$ cat config.mk
export PLATFORM = sky130hd
export DESIGN_NAME = mem_arbiter
export DESIGN_NICKNAME = d
export VERILOG_FILES = /design/src/rtl/mem_arb_pkg.sv /design/src/rtl/arb_rr_select.sv /design/src/rtl/mem_arbiter.sv
export SDC_FILE = /design/constraint.sdc
export NUM_CORES = 1
export LEC_CHECK = 0
export BUFFER_PORTS_ARGS = -buffer_cell sky130_fd_sc_hd__buf_2
export CORE_ASPECT_RATIO = 1.5
export CORE_MARGIN = 1.5
export CORE_UTILIZATION = 43
export DETAILED_ROUTE_END_ITERATION = 8
export PLACE_DENSITY = 0.93
export SLEW_MARGIN = 20
export SYNTH_ARGS = -nofsm -noshare
export SYNTH_HDL_FRONTEND = slang
export SYNTH_SLANG_ARGS = --single-unit
$ cat constraint.sdc
create_clock -name clk -period 2.62 [get_ports clk]
set_clock_uncertainty 0.15 [all_clocks]
set_input_delay 0.131 -clock clk [delete_from_list [all_inputs] [get_ports clk]]
set_output_delay 0.131 -clock clk [all_outputs]
set_load 0.02 [all_outputs]
$ cat src/rtl/mem_arb_pkg.sv
// mem_arb_pkg: shared FSM states and port indices for the two-port memory arbiter.
package mem_arb_pkg;
  typedef enum logic [1:0] {IDLE, GNT, DATA} state_e;
  localparam int NUM_PORTS = 2;
  localparam logic PORT0 = 1'b0;
  localparam logic PORT1 = 1'b1;
endpackage

$ cat src/rtl/arb_rr_select.sv
// arb_rr_select: combinational round-robin winner pick with optional owner lock.
module arb_rr_select
  import mem_arb_pkg::*;
(
  input  logic [NUM_PORTS-1:0] req_i,
  input  logic                 last_i,
  input  logic                 lock_i,
  input  logic                 owner_i,
  output logic                 any_o,
  output logic                 winner_o
);
  assign any_o = |req_i;
  always_comb
    winner_o = (lock_i && req_i[owner_i]) ? owner_i :
               (&req_i)                   ? ~last_i :
               (req_i[PORT1] ? PORT1 : PORT0);
endmodule

$ cat src/rtl/mem_arbiter.sv
// mem_arbiter: two-port round-robin arbiter onto a single-ported memory, IDLE/GNT/DATA FSM.
// Define MEM_ARB_LOCK_EN to add lock0/lock1 inputs that let the owner keep the next grant.
module mem_arbiter
  import mem_arb_pkg::*;
#(
  parameter int ADDR_WIDTH = 6,
  parameter int DATA_WIDTH = 16
) (
  input  logic                  clk,
  input  logic                  rst_n,
  input  logic                  req0,
  input  logic                  req1,
  input  logic                  we0,
  input  logic                  we1,
  input  logic [ADDR_WIDTH-1:0] addr0,
  input  logic [ADDR_WIDTH-1:0] addr1,
  input  logic [DATA_WIDTH-1:0] wdata0,
  input  logic [DATA_WIDTH-1:0] wdata1,
`ifdef MEM_ARB_LOCK_EN
  input  logic                  lock0,
  input  logic                  lock1,
`endif
  output logic                  gnt0,
  output logic                  gnt1,
  output logic                  rvalid0,
  output logic                  rvalid1,
  output logic [DATA_WIDTH-1:0] rdata0,
  output logic [DATA_WIDTH-1:0] rdata1,
  output logic                  mem_we,
  output logic [ADDR_WIDTH-1:0] mem_addr,
  output logic [DATA_WIDTH-1:0] mem_data,
  input  logic [DATA_WIDTH-1:0] mem_in
);
  state_e                 state_q;
  logic                   owner_q, last_q, lock_q, mem_we_q;
  logic [NUM_PORTS-1:0]   gnt_q, rvalid_q;
  logic [ADDR_WIDTH-1:0]  mem_addr_q;
  logic [DATA_WIDTH-1:0]  mem_data_q;
  logic                   any, winner, lock_in;
`ifdef MEM_ARB_LOCK_EN
  assign lock_in = owner_q ? lock1 : lock0;
`else
  assign lock_in = 1'b0;
`endif
  arb_rr_select u_sel (
    .req_i    ({req1, req0}),
    .last_i   (last_q),
    .lock_i   (lock_q),
    .owner_i  (owner_q),
    .any_o    (any),
    .winner_o (winner)
  );
  always_ff @(posedge clk or negedge rst_n)
    if (!rst_n) begin
      state_q    <= IDLE;
      owner_q    <= PORT0;
      last_q     <= PORT1;
      lock_q     <= 1'b0;
      gnt_q      <= '0;
      rvalid_q   <= '0;
      mem_we_q   <= 1'b0;
      mem_addr_q <= '0;
      mem_data_q <= '0;
    end else begin
      case (state_q)
        IDLE: if (any) begin
          state_q    <= GNT;
          owner_q    <= winner;
          last_q     <= winner;
          lock_q     <= 1'b0;
          gnt_q      <= winner ? 2'b10 : 2'b01;
          mem_we_q   <= winner ? we1 : we0;
          mem_addr_q <= winner ? addr1 : addr0;
          mem_data_q <= winner ? wdata1 : wdata0;
        end
        GNT: begin
          state_q    <= DATA;
          gnt_q      <= '0;
          rvalid_q   <= mem_we_q ? '0 : gnt_q;
          mem_we_q   <= 1'b0;
          mem_addr_q <= '0;
          mem_data_q <= '0;
        end
        DATA: begin
          state_q  <= IDLE;
          rvalid_q <= '0;
          lock_q   <= lock_in;
        end
        default: state_q <= IDLE;
      endcase
    end
  assign {gnt1, gnt0}     = gnt_q;
  assign {rvalid1, rvalid0} = rvalid_q;
  assign rdata0   = rvalid_q[0] ? mem_in : '0;
  assign rdata1   = rvalid_q[1] ? mem_in : '0;
  assign mem_we   = mem_we_q;
  assign mem_addr = mem_addr_q;
  assign mem_data = mem_data_q;
endmodule

==> reports/results.txt <==
Traced cell by cell, the critical path runs through inv_1, ha_1, or3b_4, o21ai_2, a221o_2. The placed instances occupy a cell area of 0.00230 mm^2. After global routing the overflow that remains totals 0. In this run, synthesis produced a sequential element count of 30. The run gives 0.000790 V as the maximum VDD drop. The pin count of the biggest net entering global routing came out at 31.

In the final layout, the share of cells above drive strength 1 is 49.5%. Buffers added to address setup during post-CTS repair amount to 0. The first-pass GRT wire length is 8070 um. The tree built by TritonCTS fans out to 30 sinks.

The tool flagged a number of max-cap violations equal to 0. For the number of antenna violations at the first check in global routing, the log shows 0. The power density over cell area is 978 mW/mm^2, and the synthesized area divided by synthesized cell count is 9.71 um^2. For the maximum number of buffers from clock root to sink, the log shows 2. In this run the tightest slew margin relative to its limit is 29.7%. After synthesis, flip-flops and latches occupy 44.5% of the total area.

In the routed design, unresolved DRC markers number 0. Relative to the synthesized area, the layout overhead comes to 59.0%. The via count of the first global-routing pass was 1737. The synthesized design contains 0 enable-type register cells. After the last flow step, the layout net total stands at 388. Cell family with the largest share of critical-path delay: compound AO/OA/AOI/OAI gates. In the routed layout, each cell is associated on average with a via count of 5.28.

STA puts the critical path data arrival time at 2.23 ns. The worst hold path begins at wdata1[11]. Among all cell types in the netlist, the one instantiated most often is sky130_fd_sc_hd__and2_1. After detailed routing, the average wire length per cell comes to 15.2 um. Wire segments on met2 add up to 3050 um in the final route. Clock tree synthesis inserted a total of 5 buffers.

After detailed routing, the met3 layer carries 489 um of wire. The transition time at the pin with the least slew margin is 1.06 ns. The flow ran to the end, and the final reports show no timing, DRC or antenna violations. The count of routing violations after the opening detailed-route iteration was 59. By startpoint and endpoint, the worst setup path is classified as register to register.

The commonest cells after synthesis are 33 x sky130_fd_sc_hd__and2_1, 29 x sky130_fd_sc_hd__dfrtp_1, 25 x sky130_fd_sc_hd__nand2_1, 23 x sky130_fd_sc_hd__nor3_1, 18 x sky130_fd_sc_hd__a221o_2. After clock tree synthesis, the clock-pin slew on the worst setup and hold paths is 0.07 ns. The leakage power figure is 0.00149 uW.

In the final routing, the length of wire on met1 measures 1870 um. Summing every instance area after synthesis gives 0.00169 mm^2. With fillers left out, the area of the finished cells amounts to 0.00269 mm^2. The run gives 464 MHz as the timing-limited maximum frequency. The run gives 0 as the final number of setup-violating endpoints. The initial utilization of the core area, before any placement, comes to 45.5%. The top layer used by detailed routing was met4.

The total die area was 0.00432 mm^2. For the core region area, the log shows 0.00372 mm^2. Setup repair after global routing left no endpoint under its margin. The final max-slew violation count is 0, and the fraction of the cycle the final worst path needs is 82.3%.

During synthesis, Yosys emitted a total of 0 warnings. Count of pins on the block boundary: 125. By area the synthesized netlist is led by sky130_fd_sc_hd__dfrtp_1 43%, sky130_fd_sc_hd__and2_1 12%, sky130_fd_sc_hd__a221o_2 12%. The worst setup path is captured at a register.

In this design, the stage delay of the slowest critical-path cell is 0.44 ns. Global routing used 26.0% of the available tracks across all layers. The number of vias after detailed routing was 1911. Once detail routing completed, the nets flagged for antenna violations numbered 0. Detailed placement finished with a half-perimeter wire length of 3660 um. Total buffers and inverters traversed by the critical path: 1. The H-tree depth reported by CTS was 2; the post-synth net total was 244. Final critical delay including setup and external delays: 2.15 ns. For this run, asynchronously set or reset flops after synthesis account for 100%. The leading register cell type out of synthesis is sky130_fd_sc_hd__dfrtp_1. Buffers placed on the I/O ports in this run total 124. The run gives 5490 um as the total wirelength of the detailed-routed design. The highest-delay cell along the critical path was sky130_fd_sc_hd__or3b_4. The antenna diode instance count was 0; the biggest fanout along the worst timing path was 25. The width of the chip was 54.2 um. At the end of routability-driven placement, the weighted congestion stood at 0.722.

The top cell type by area accounts for 42.9% of the synthesized area. The logs give 0 for the count of endpoints failing hold in the final timing report and 2.70 ns for the required time of the critical path. The final hold slack was 0.0855 ns.

After technology mapping, the gate count stands at 174. The path class of the tightest hold or removal check is input port to register. The clock reaches the later pin of the worst-skew pair after 0.29 ns. The most area-hungry cell type in the Yosys netlist was sky130_fd_sc_hd__dfrtp_1.

The pre-antenna-repair detailed-routing pass consisted of 5 iterations. Die height: 79.8 um. Yosys mapped the design onto 24 distinct sky130hd cell types. In this run the worst setup path begins at state_q[0]. The worst register-to-register path begins at state_q[0]. For the post-route setup TNS, the log shows 0 ns. STA classifies the critical path startpoint as a register. The tree is rooted in a sky130_fd_sc_hd__clkbuf_8.

The row count is 27. TritonCTS built the clock tree.
==> metal layers <==
layer | track usage [%] | vias up
li1 | - | 900
met1 | 27.0 | 888
met2 | 47.8 | 112
met3 | 5.43 | 11
met4 | 10.8 | 0
met5 | 0 | -
==> tightest hold or removal path: stages <==
cell,delay (ns)
sky130_fd_sc_hd__buf_2,0.08
sky130_fd_sc_hd__nand2_1,0.04
sky130_fd_sc_hd__nor3_1,0.12
sky130_fd_sc_hd__a221o_2,0.13
==> where the power goes <==
| group | internal [uW] | total [uW] | switching [uW] | leakage, uW |
|---|---|---|---|---|
| Clock | 406 | 587 | 181 | 0.0000714 |
| Sequential | 629 | 743 | 113 | 0.000392 |
| Combinational | 523 | 1300 | 776 | 0.00102 |
| Total | 1560 | 2630 | 1070 | 0.00149 |
==> cell families (layout without fill, tap and decap cells) <==
logic type                 after synthesis  in the layout  share of synthesized area (%)
and+or+nand+nor                         89             89                           28.1
AOI/OAI and AO/OA                       32             32                           18.2
DFF                                     30             30                           44.5
buffers and inverters                   19            164                           6.22
adders and majority gates                4              4                           2.96
==> what timing repair did <==
item / in CTS / in global routing
gates resized for setup: 0 / 0
hold endpoints to repair: 52 / 0
hold buffers: 24 / 0
==> final cells by class <==
class                      instances  area [um^2]
fill                             293         1030
timing repair buffer             152          891
multi-input combinational        125          833
sequential                        30          752
clock buffer                       6         82.6
clock inverter                     2         60.1
tap                               43         53.8
inverter                           4         15.0
==> placed cells by master, fill, tap and decap left out, types with 2 or more instances in the layout <==
cell	netlist	routed
sky130_fd_sc_hd__nand3_1	2	2
sky130_fd_sc_hd__and2_1	33	33
sky130_fd_sc_hd__buf_4	1	4
sky130_fd_sc_hd__nand2_1	25	25
sky130_fd_sc_hd__a221o_1	5	5
sky130_fd_sc_hd__bufinv_16	0	2
sky130_fd_sc_hd__nor3_1	23	23
sky130_fd_sc_hd__a21oi_1	2	2
sky130_fd_sc_hd__a221o_2	18	18
sky130_fd_sc_hd__dfrtp_1	29	29
sky130_fd_sc_hd__ha_1	4	4
sky130_fd_sc_hd__o21ai_0	4	4
sky130_fd_sc_hd__clkbuf_8	0	6
sky130_fd_sc_hd__nor2_1	2	2
sky130_fd_sc_hd__buf_2	6	124
sky130_fd_sc_hd__inv_1	4	4
sky130_fd_sc_hd__dlygate4sd3_1	0	24
==> final timing paths <==
kind / end / slack, ns / cells past startpoint
hold / removal: mem_data[11] / 0.09 / 4
setup reg to reg: mem_data[6] / 0.47 / 5
min in group asynchronous: mem_addr[3] / 0.28 / 2
hold reg to reg: gnt_q[0] / 0.35 / 1
setup / recovery: mem_data[6] / 0.47 / 5
max in group asynchronous: state_q[1] / 1.60 / 2
==> registers in the layout, indices dropped and copies added, names as in the netlist <==
name	flops
last_q	1
mem_we	1
mem_addr	6
mem_data	16
state_q	2
rvalid_q	2
gnt_q	2
==> per-stage QoR <==
stage                     power (uW)  setup WS (ns)  utilization (%)  instances
final                           2630          0.465             72.3        362
after global routing            2770          0.396             72.3        362
after CTS                       2610          0.501             72.3        362
after detailed placement        2000          0.522             62.0        330
after global placement          1950          0.601             62.0        330
after floorplan                 1650          0.838                -        174
(Power assumes the default switching activity.)
